[src/rtl/div_arb_pkg.sv]
// Shared types and widths for the divider arbiter and its round-robin picker.
package div_arb_pkg;

    localparam int OP_W  = 32;
    localparam int RES_W = 16;

    typedef enum logic [1:0] {
        IDLE = 2'd0,
        WAIT = 2'd1,
        RESP = 2'd2
    } div_arb_state_t;

endpackage

[src/rtl/rr_pick.sv]
// Combinational round-robin picker: first set bit of req at or after ptr, wrapping.
module rr_pick #(
    parameter  int N_REQ = 4,
    localparam int IDX_W = $clog2(N_REQ)
) (
    input  logic [N_REQ-1:0] req,
    input  logic [IDX_W-1:0] ptr,
    output logic             found,
    output logic [IDX_W-1:0] index
);

    logic [IDX_W:0] pos;

    // Scan from farthest to nearest so the position closest to ptr wins last.
    always_comb begin
        found = 1'b0;
        index = '0;
        pos   = '0;
        for (int k = N_REQ - 1; k >= 0; k--) begin
            pos = {1'b0, ptr} + (IDX_W + 1)'(k);
            if (pos >= (IDX_W + 1)'(N_REQ)) begin
                pos = pos - (IDX_W + 1)'(N_REQ);
            end
            if (req[pos[IDX_W-1:0]]) begin
                found = 1'b1;
                index = pos[IDX_W-1:0];
            end
        end
    end

endmodule

[src/rtl/div_arbiter.sv]
// Round-robin arbiter sharing one multicycle divider between N_REQ requesters.
// Optional macro DIV_ARB_ZERO_BYPASS_EN: zero denominators skip the wait and respond with 0.
module div_arbiter
    import div_arb_pkg::*;
#(
    parameter  int N_REQ      = 4,
    parameter  int DIV_CYCLES = 4,
    localparam int IDX_W      = $clog2(N_REQ)
) (
    input  logic                   clk,
    input  logic                   rst,
    input  logic [N_REQ-1:0]       req_valid,
    output logic [N_REQ-1:0]       req_ready,
    input  logic [N_REQ*OP_W-1:0]  req_num,
    input  logic [N_REQ*OP_W-1:0]  req_den,
    output logic [N_REQ-1:0]       rsp_valid,
    output logic [RES_W-1:0]       rsp_result,
    output logic [OP_W-1:0]        div_numerator,
    output logic [OP_W-1:0]        div_denominator,
    input  logic [RES_W-1:0]       div_result_q78,
    output logic                   busy,
    output logic [IDX_W-1:0]       grant_id
);

    localparam int CNT_W = (DIV_CYCLES > 1) ? $clog2(DIV_CYCLES) : 1;

    div_arb_state_t   state_reg, state_next;
    logic [IDX_W-1:0] rr_ptr_reg, grant_reg, winner, rr_ptr_next;
    logic [CNT_W-1:0] count_reg;
    logic [OP_W-1:0]  num_reg, den_reg;
    logic [RES_W-1:0] result_reg;
    logic             found, accept, zero_skip;
    logic [OP_W-1:0]  num_slice [N_REQ];
    logic [OP_W-1:0]  den_slice [N_REQ];

    genvar gi;
    generate
        for (gi = 0; gi < N_REQ; gi++) begin : g_slice
            assign num_slice[gi] = req_num[OP_W*gi +: OP_W];
            assign den_slice[gi] = req_den[OP_W*gi +: OP_W];
        end
    endgenerate

    rr_pick #(.N_REQ(N_REQ)) u_pick (
        .req   (req_valid),
        .ptr   (rr_ptr_reg),
        .found (found),
        .index (winner)
    );

    assign accept      = (state_reg == IDLE) && found && !rst;
    assign rr_ptr_next = (winner == IDX_W'(N_REQ - 1)) ? '0 : winner + IDX_W'(1);

`ifdef DIV_ARB_ZERO_BYPASS_EN
    assign zero_skip = (den_slice[winner] == '0);
`else
    assign zero_skip = 1'b0;
`endif

    always_ff @(posedge clk) begin
        if (rst) begin
            state_reg <= IDLE;
        end else begin
            state_reg <= state_next;
        end
    end

    always_comb begin
        state_next = state_reg;
        case (state_reg)
            IDLE:    if (accept) state_next = zero_skip ? RESP : WAIT;
            WAIT:    if (count_reg == '0) state_next = RESP;
            RESP:    state_next = IDLE;
            default: state_next = IDLE;
        endcase
    end

    // Operands stay frozen from accept until the next accept: the divider path is multicycle.
    always_ff @(posedge clk) begin
        if (rst) begin
            rr_ptr_reg <= '0;
            grant_reg  <= '0;
            count_reg  <= '0;
            num_reg    <= '0;
            den_reg    <= '0;
            result_reg <= '0;
        end else if (accept) begin
            num_reg    <= num_slice[winner];
            den_reg    <= den_slice[winner];
            grant_reg  <= winner;
            rr_ptr_reg <= rr_ptr_next;
            count_reg  <= CNT_W'(DIV_CYCLES - 1);
            if (zero_skip) begin
                result_reg <= '0;
            end
        end else if (state_reg == WAIT) begin
            if (count_reg == '0) begin
                result_reg <= div_result_q78;
            end else begin
                count_reg <= count_reg - CNT_W'(1);
            end
        end
    end

    always_comb begin
        req_ready = '0;
        rsp_valid = '0;
        if (accept) begin
            req_ready[winner] = 1'b1;
        end
        if (state_reg == RESP) begin
            rsp_valid[grant_reg] = 1'b1;
        end
        busy = (state_reg != IDLE);
    end

    assign rsp_result      = result_reg;
    assign div_numerator   = num_reg;
    assign div_denominator = den_reg;
    assign grant_id        = grant_reg;

endmodule

[config.mk]
export PLATFORM = sky130hd
export DESIGN_NAME = div_arbiter
export DESIGN_NICKNAME = d
export VERILOG_FILES = /design/src/rtl/div_arb_pkg.sv /design/src/rtl/rr_pick.sv /design/src/rtl/div_arbiter.sv
export SDC_FILE = /design/constraint.sdc
export NUM_CORES = 1
export LEC_CHECK = 0
export ABC_AREA = 0
export BUFFER_PORTS_ARGS = -buffer_cell sky130_fd_sc_hd__buf_2
export CAP_MARGIN = 0
export CORE_AREA = 2 2 144 146
export CTS_BUF_LIST = sky130_fd_sc_hd__clkbuf_2
export CTS_CLUSTER_DIAMETER = 100
export CTS_CLUSTER_SIZE = 24
export DETAILED_ROUTE_END_ITERATION = 7
export DIE_AREA = 0 0 146 148
export HOLD_SLACK_MARGIN = 0.12
export PLACE_DENSITY_LB_ADDON = 0.3
export SLEW_MARGIN = 20
export SYNTH_ARGS = -nofsm -noshare
export SYNTH_HDL_FRONTEND = slang
export SYNTH_SLANG_ARGS = --single-unit
export TNS_END_PERCENT = 20
[constraint.sdc]
create_clock -name clk -period 2.4 [get_ports clk]
set_clock_uncertainty 0.2 [all_clocks]
set_input_delay 0.24 -clock clk [delete_from_list [all_inputs] [get_ports clk]]
set_output_delay 0.24 -clock clk [all_outputs]
set_load 0.005 [all_outputs]
==> flow_summary.json, run 1 <==
{
  "clockBufferDepth": 2,
  "place_congestion": 0.806,
  "status": "stopped before the end",
  "cts_root_buf": "clkbuf_2",
  "failed_stage": "clock tree synthesis (4_1_cts)",
  "syn_area_sq_um": 5240,
  "rows": 52,
  "portBuffers": 368,
  "dp_hpwl_mm": 14.0,
  "syn_area_per_cell_sq_um": 8.22,
  "die_h_um": 148,
  "placed_cell_area_sq_um": 7320,
  "cts_max_level": 3,
  "yosysSeqAreaShare": 0.336,
  "cts_inserted_buffers": 9,
  "cts_hold_buf": 250,
  "cts_resized": 22,
  "firstError": "[ERROR RSZ-0060] Max buffer count reached.",
  "io_pins": 369,
  "ys_warn_count": 0,
  "ys_ff_latch": 88,
  "initial_core_util": 0.262,
  "synth_cell_types": 36,
  "syn_nets": 921,
  "post_cts_buffers": 7,
  "synth_cells": 638,
  "cts.sinks": 88,
  "fp.dieW_um": 146
}
## stage by stage
step / setup WS [ns] / util / instances
3_5_place_dp: 0.262 / 0.365 / 1225
3_3_place_gp: 0.296 / 0.365 / 1225
2_1_floorplan: 0.271 / - / 638
## Yosys cell counts
cell | instances | share of area
nand2_1 | 100 | 0.072
dfxtp_1 | 88 | 0.34
mux2i_1 | 67 | 0.13
and3_1 | 65 | 0.078
o211ai_1 | 64 | 0.092
a21boi_0 | 49 | 0.070
o21ai_0 | 42 | 0.040
clkbuf_1 | 31 | 0.022
o21ai_1 | 24 | 0.023
a21oi_1 | 20 | 0.019
buf_2 | 18 | 0.017
a21boi_1 | 15 | 0.021
buf_4 | 9 | 0.013
ha_1 | 5 | 0.012
inv_1 | 5 | 0.0036
nor2_1 | 5 | 0.0036
and2_1 | 4 | 0.0048
buf_6 | 4 | 0.0086
nor2b_1 | 4 | 0.0048
nor4bb_1 | 2 | 0.0038
o21bai_1 | 2 | 0.0029
a211o_1 | 1 | 0.0017
a311oi_2 | 1 | 0.0029
and2b_1 | 1 | 0.0014
and3b_1 | 1 | 0.0017
and4b_1 | 1 | 0.0019
inv_2 | 1 | 0.00072
nand2_2 | 1 | 0.0012
nand3b_1 | 1 | 0.0014
nor2_2 | 1 | 0.0012
nor3b_1 | 1 | 0.0014
nor4b_1 | 1 | 0.0017
o31ai_4 | 1 | 0.0041
or2_1 | 1 | 0.0012
or3_1 | 1 | 0.0012
xnor2_1 | 1 | 0.0017
## logic make-up after synthesis
family,share of synthesized area
AOI/OAI and AO/OA,0.277
and+or+nand+nor,0.180
DFF,0.336
buffers and inverters,0.0652
muxes,0.128
adders and majority gates,0.0119
xor gates and xnor gates,0.00167
==> run 2, diff against run 1 <==
--- a/config.mk
+++ b/config.mk
@@ -8,14 +8,10 @@
 export ABC_AREA = 0
 export BUFFER_PORTS_ARGS = -buffer_cell sky130_fd_sc_hd__buf_2
 export CAP_MARGIN = 0
-export CORE_AREA = 2 2 144 146
-export CTS_BUF_LIST = sky130_fd_sc_hd__clkbuf_2
-export CTS_CLUSTER_DIAMETER = 100
-export CTS_CLUSTER_SIZE = 24
+export CORE_MARGIN = 2
+export CORE_UTILIZATION = 20
 export DETAILED_ROUTE_END_ITERATION = 7
-export DIE_AREA = 0 0 146 148
-export HOLD_SLACK_MARGIN = 0.12
-export PLACE_DENSITY_LB_ADDON = 0.3
+export PLACE_DENSITY_LB_ADDON = 0.15
 export SLEW_MARGIN = 20
 export SYNTH_ARGS = -nofsm -noshare
 export SYNTH_HDL_FRONTEND = slang
==> flow_summary.json, run 2 <==
{
  "synthTopCellsByArea": "dfxtp_1 34%, mux2i_1 13%, o211ai_1 9.2%, and3_1 7.8%, nand2_1 7.2%",
  "holdCritPathClass": "in -> reg",
  "dieArea_sq_um": 27500,
  "setup_violations": 0,
  "grt_pass1_vias": 6038,
  "nFillCells": 2793,
  "clk_latency_ns": 0.35,
  "setup_tns_ns": 0,
  "yosysSeqAreaShare": 0.336,
  "rsz0062_at_grt": "yes",
  "dp_hpwl_mm": 15.8,
  "synthArstFlopShare": 0,
  "crit_chain": "nand2_1 -> a211o_4 -> nand2_4 -> clkinv_4 -> buf_16 -> mux2i_1 -> dlygate4sd3_1 -> o211ai_1",
  "cts_inserted_buffers": 9,
  "synth_edf_count": 0,
  "final_hold_viol_count": 0,
  "syn_nets": 921,
  "post-route-period-util": 0.952,
  "rows": 59,
  "worstMarginPinSlew_ns": 0.720,
  "clockBufferDepth": 2,
  "grt_pass1_wl_mm": 33.3,
  "power_density_nw_per_um2": 674,
  "cts_tree": "done",
  "status": "complete, no violations",
  "critPathLaunchType": "flop",
  "initial_core_util": 0.202,
  "ys_warn_count": 0,
  "layout_common_cells": "368 x buf_2, 99 x nand2_1, 87 x dfxtp_1",
  "maxCapViolations": 0,
  "cts_max_level": 3,
  "crit_type": "reg -> reg",
  "peakVddDrop_mv": 0.407,
  "crit_path_max_incr_delay_ns": 0.56,
  "routed_wl_mm": 22.3,
  "dp_worst_setup_slack_ns": 0.223,
  "drt.antenna.violating_nets": 0,
  "vias": 6149,
  "io_pins": 369,
  "synth_cells": 638,
  "yosys.area.top_type_share": 0.336,
  "firstDrtPassIters": 4,
  "leakage_nw": 4.09,
  "die_h_um": 166,
  "max_freq_mhz": 437,
  "syn_area_per_cell_sq_um": 8.22,
  "cts.sinks": 88,
  "ys_ff_latch": 88,
  "nNetsFinal": 1324,
  "grt_usage": 0.151,
  "mostFrequentLayoutCell": "buf_2",
  "yosysMostFrequentCell": "nand2_1",
  "drive_gt1_frac": 0.399,
  "antenna_found_initial": 2,
  "synth_commonest_cells": "100 x nand2_1, 88 x dfxtp_1, 67 x mux2i_1",
  "synth_top_cell_by_area": "dfxtp_1",
  "worst_slack_ns": 0.114,
  "period_needed_ns": 2.29,
  "endpoint_kind": "flop",
  "place_congestion": 0.751,
  "drcViolationCount": 0,
  "syn_area_sq_um": 5240,
  "worst_ep_required_time_ns": 2.43,
  "clkTransAtPathRegs_ns": 0.08,
  "slowest_stage": "dlygate4sd3_1",
  "portBuffers": 368,
  "worstPathArrival_ns": 2.31,
  "drt_iter0_drc": 218,
  "totalPowerFinal_w": 0.00574,
  "fp.dieW_um": 166,
  "drv_slew": 0,
  "synth_cell_types": 36,
  "core_sq_um": 25900,
  "path_max_fanout": 14,
  "maxSlewHeadroom": 0.518,
  "synthFlopType": "dfxtp_1",
  "grt_max_degree": 77,
  "viasPerCell": 4.45,
  "cts_root_buf": "clkbuf_16",
  "wl_per_cell_um": 16.1,
  "syn_to_final_growth_pct": 62.5,
  "grt_overflow": 0
}
-- run 2: timing repair --
action / in CTS / in global routing
cloned: 0 / 1
pin swaps: 0 / 0
endpoints found under the hold margin: 46 / 0
hold buffers: 67 / 0
setup endpoints to repair: 3 / 8
gates resized for setup: 2 / 11
setup buffers: 0 / 2
-- run 2: worst paths after layout --
path                               startpoint                  end  slack, ns  cells after the start
worst max-delay path            rr_ptr_reg[1]  div_denominator[19]       0.11                      8
worst min-delay path             req_num[100]     div_numerator[4]      0.007                      3
worst max register to register  rr_ptr_reg[1]  div_denominator[19]       0.11                      8
worst min register to register  rsp_result[8]        rsp_result[8]       0.25                      2
-- run 2: cells by family after synthesis --
logic type	Yosys count	share of synthesized area
buffers and inverters	68	0.0652
xor gates and xnor gates	1	0.00167
muxes	67	0.128
AOI/OAI and AO/OA	219	0.277
adders and majority gates	5	0.0119
and+or+nand+nor	190	0.180
DFF	88	0.336
-- run 2: metrics by stage --
stage / instance area [sq um] / instances / hold WS (ns) / utilization
2_1_floorplan: 5240 / 638 / 0.176 / -
3_3_place_gp: 7440 / 1295 / 0.241 / 0.287
3_5_place_dp: 7440 / 1295 / 0.246 / 0.287
4_1_cts: 8440 / 1378 / 0.000112 / 0.326
5_1_grt: 8520 / 1382 / 0.0123 / 0.329
6_report: 8520 / 1383 / 0.00664 / 0.329
-- run 2: routing by layer --
layer	vias up	share of wire	global-route usage
met5	-	0	0
met4	0	0.017	0.0442
met3	21	0.082	0.0498
met2	260	0.47	0.254
met1	2761	0.43	0.185
li1	3107	-	-
-- run 2: cell type report --
class | count | area, sq um | share of cell area
multi-input cells | 482 | 3190 | 0.375
repair buffers | 454 | 2790 | 0.327
flip-flops and latches | 88 | 1760 | 0.207
well taps | 335 | 419 | 0.0492
clock buffers | 9 | 225 | 0.0264
clock inverters | 7 | 101 | 0.0119
inverters | 6 | 27.5 | 0.00323
diodes | 2 | 5.00 | 0.000587
-- run 2: power breakdown --
part           switching, W  internal, W  leakage, nW
clock              0.000693     0.000928        0.158
sequential         0.000149      0.00175        0.725
combinational       0.00114      0.00108         3.21
total               0.00199      0.00376         4.09
-- run 2: worst max-delay path, delay by kind of cell, from the launching register on --
family / cells / cell delay (ns)
AO/OA/AOI/OAI: 2 / 0.45
buffers and inverters: 3 / 0.83
flip-flops: 1 / 0.36
multiplexers: 1 / 0.15
AND/OR/NAND/NOR: 2 / 0.18
Note: power is estimated with default switching activity, not from simulation.
==> run 3, diff against run 2 <==
--- a/config.mk
+++ b/config.mk
@@ -5,7 +5,7 @@
 export SDC_FILE = /design/constraint.sdc
 export NUM_CORES = 1
 export LEC_CHECK = 0
-export ABC_AREA = 0
+export ABC_AREA = 1
 export BUFFER_PORTS_ARGS = -buffer_cell sky130_fd_sc_hd__buf_2
 export CAP_MARGIN = 0
 export CORE_MARGIN = 2
==> constraint.sdc (replaced) <==
create_clock -name clk -period 2.1 [get_ports clk]
set_clock_uncertainty 0.2 [all_clocks]
set_input_delay 0.21 -clock clk [delete_from_list [all_inputs] [get_ports clk]]
set_output_delay 0.21 -clock clk [all_outputs]
set_load 0.005 [all_outputs]
==> flow_summary.json, run 3 <==
{
  "status": "complete, but fails checks",
  "violations": "setup timing",
  "yosysMostFrequentCell": "nand2_1",
  "clk_latency_ns": 0.36,
  "whs_path_depth": 7,
  "crit_chain": "inv_8 -> nand2_2 -> nand2_2 -> nand2_4 -> nand3_2 -> o21ai_4 -> nand2_2 -> nand2_4 -> ha_4 -> inv_1 -> nor2_1 -> buf_2",
  "drv_slew": 0,
  "synth_cell_types": 25,
  "grt_max_degree": 55,
  "routed_wl_mm": 31.0,
  "slowest_stage": "dfxtp_4",
  "nNetsFinal": 1796,
  "worst_slack_ns": -0.277,
  "clkTransAtPathRegs_ns": 0.08,
  "synth-compound-area-share": 0.0258,
  "grt_pass1_wl_mm": 45.2,
  "worstMarginPinSlew_ns": 0.499,
  "maxCapViolations": 0,
  "dp_hpwl_mm": 21.4,
  "cts_max_level": 3,
  "period_needed_ns": 2.38,
  "peakVddDrop_mv": 0.657,
  "synth_top_cell_by_area": "dfxtp_1",
  "totalPowerFinal_w": 0.0186,
  "yosys.area_share.simple": 0.522,
  "io_pins": 369,
  "drive_gt1_frac": 0.347,
  "reg2reg_to": "div_numerator[2]",
  "path_max_fanout": 8,
  "synthFlopType": "dfxtp_1",
  "r2r_slack_ns": -0.16,
  "worstPathArrival_ns": 1.97,
  "maxSlewHeadroom": 0.667,
  "synthTopCellsByArea": "dfxtp_1 27%, nand2_1 20%, nand3_1 18%, nand3b_1 12%, inv_1 9.9%",
  "firstDrtPassIters": 5,
  "fp.dieW_um": 186,
  "initial_core_util": 0.203,
  "reg2regPathDepth": 17,
  "synth_edf_count": 0,
  "grt_pass1_vias": 8246,
  "holdCritPathClass": "in -> reg",
  "max_freq_mhz": 421,
  "core_sq_um": 32600,
  "vias": 8482,
  "viasPerCell": 4.31,
  "synthAdderAreaFrac": 0.00943,
  "rsz0062_at_grt": "yes",
  "die_h_um": 186,
  "cts.sinks": 88,
  "hold_path_end": "div_denominator[1]",
  "portBuffers": 368,
  "layout_common_cells": "368 x buf_2, 326 x nand2_1, 223 x nand3_1",
  "syn_area_sq_um": 6630,
  "cts_tree": "done",
  "syn_to_final_growth_pct": 59.4,
  "yosysSeqAreaShare": 0.266,
  "synthArstFlopShare": 0,
  "crit_path_max_incr_delay_ns": 0.43,
  "grt_overflow": 0,
  "cts_root_buf": "clkbuf_16",
  "endpoint_kind": "output pin",
  "mostFrequentLayoutCell": "buf_2",
  "crit_type": "reg -> out",
  "synth_xor_area_frac": 0.00132,
  "synth_commonest_cells": "345 x nand2_1, 232 x nand3_1, 175 x inv_1",
  "wl_per_cell_um": 15.8,
  "synth_top_family_by_area": "simple AND/OR/NAND/NOR gates",
  "final_hold_viol_count": 0,
  "drt.antenna.violating_nets": 0,
  "drcViolationCount": 0,
  "syn_area_per_cell_sq_um": 5.95,
  "synth.area.mux_share": 0,
  "synth_cells": 1114,
  "ys_warn_count": 0,
  "cp_common_cell": "nand2_2",
  "dieArea_sq_um": 34600,
  "power_density_nw_per_um2": 1760,
  "finalHoldWorstSlack_ns": 0.0325,
  "syn_nets": 1397,
  "drt_iter0_drc": 297,
  "grt_usage": 0.170,
  "clockBufferDepth": 2,
  "yosys.area.top_type_share": 0.266,
  "cp.depth": 12,
  "setup_violations": 60,
  "place_congestion": 0.834,
  "r2r_start": "rr_ptr_reg[0]",
  "post-route-period-util": 1.13,
  "antenna_found_initial": 7,
  "worst_ep_required_time_ns": 1.69,
  "critPathLaunchType": "flop",
  "leakage_nw": 5.98,
  "critical_path_buf_inv_count": 3,
  "worstHoldStart": "req_den[65]",
  "cts_inserted_buffers": 9,
  "critPathTopFamily": "simple AND/OR/NAND/NOR gates",
  "rows": 66,
  "ys_ff_latch": 88
}
run 3: power breakdown:
part,internal (W),switching (W),total (W),leakage (nW)
Clock,0.000837,0.000857,0.00169,0.145
Combinational,0.00659,0.00782,0.0144,5.11
Sequential,0.00221,0.000293,0.00250,0.727
run 3: worst reg2reg max path: cells and delay by family (launching register included):
family	cells	cell delay (ns)
buf+inv	6	0.75
flops	1	0.43
simple gates	11	0.84
run 3: what timing repair did:
item,in CTS,in global routing
endpoints found under the setup margin,72,72
gates cloned,8,6
hold endpoints to repair,16,0
hold buffers,16,0
pin swaps,40,45
resized for setup,54,42
buffers inserted,14,8
run 3: area by class of cell:
cell class	count	area, sq um
diodes	6	15.0
multi-input cells	764	3960
clock inverters	7	62.6
well taps	442	553
repair buffers	472	3300
inverters	178	684
flip-flops and latches	88	1770
clock buffers	9	225
fillers	3613	22000
run 3: worst max path at each step:
stage | startpoint | slack, ns | endpoint
finish | rr_ptr_reg[0] | -0.28 | req_ready[0]
global placement | rr_ptr_reg[0] | -0.19 | div_numerator[12]
floorplan | rr_ptr_reg[0] | 0.13 | req_ready[0]
global route | rr_ptr_reg[0] | -0.40 | req_ready[2]
CTS | rr_ptr_reg[0] | -0.28 | req_ready[3]
detailed placement | rr_ptr_reg[0] | -0.18 | div_numerator[12]
run 3: layer usage:
layer	vias up	share of wire	GRT usage
met5	-	0.00039	0
met4	2	0.023	0.0570
met3	38	0.058	0.0313
met2	234	0.49	0.300
met1	3905	0.43	0.206
li1	4303	-	-
run 3: cells by family (layout without fill, tap and decap cells):
| family | after synthesis | after routing |
|---|---|---|
| AOI/OAI and AO/OA | 31 | 31 |
| xor gates and xnor gates | 1 | 1 |
| adders and majority gates | 5 | 5 |
| buffers and inverters | 262 | 666 |
| DFF | 88 | 88 |
| other | 0 | 6 |
| and+or+nand+nor | 727 | 727 |
run 3: per-stage QoR:
step / worst slack [ns] / instance area, sq um / TNS [ns] / instances / util
floorplan: 0.132 / 6630 / 0 / 1114 / -
global placement: -0.186 / 9220 / -7.41 / 1894 / 0.283
detailed placement: -0.175 / 9220 / -8.18 / 1894 / 0.283
CTS: -0.285 / 10200 / -6.96 / 1947 / 0.312
global route: -0.399 / 10600 / -15.43 / 1966 / 0.324
finish: -0.277 / 10600 / -6.60 / 1966 / 0.324
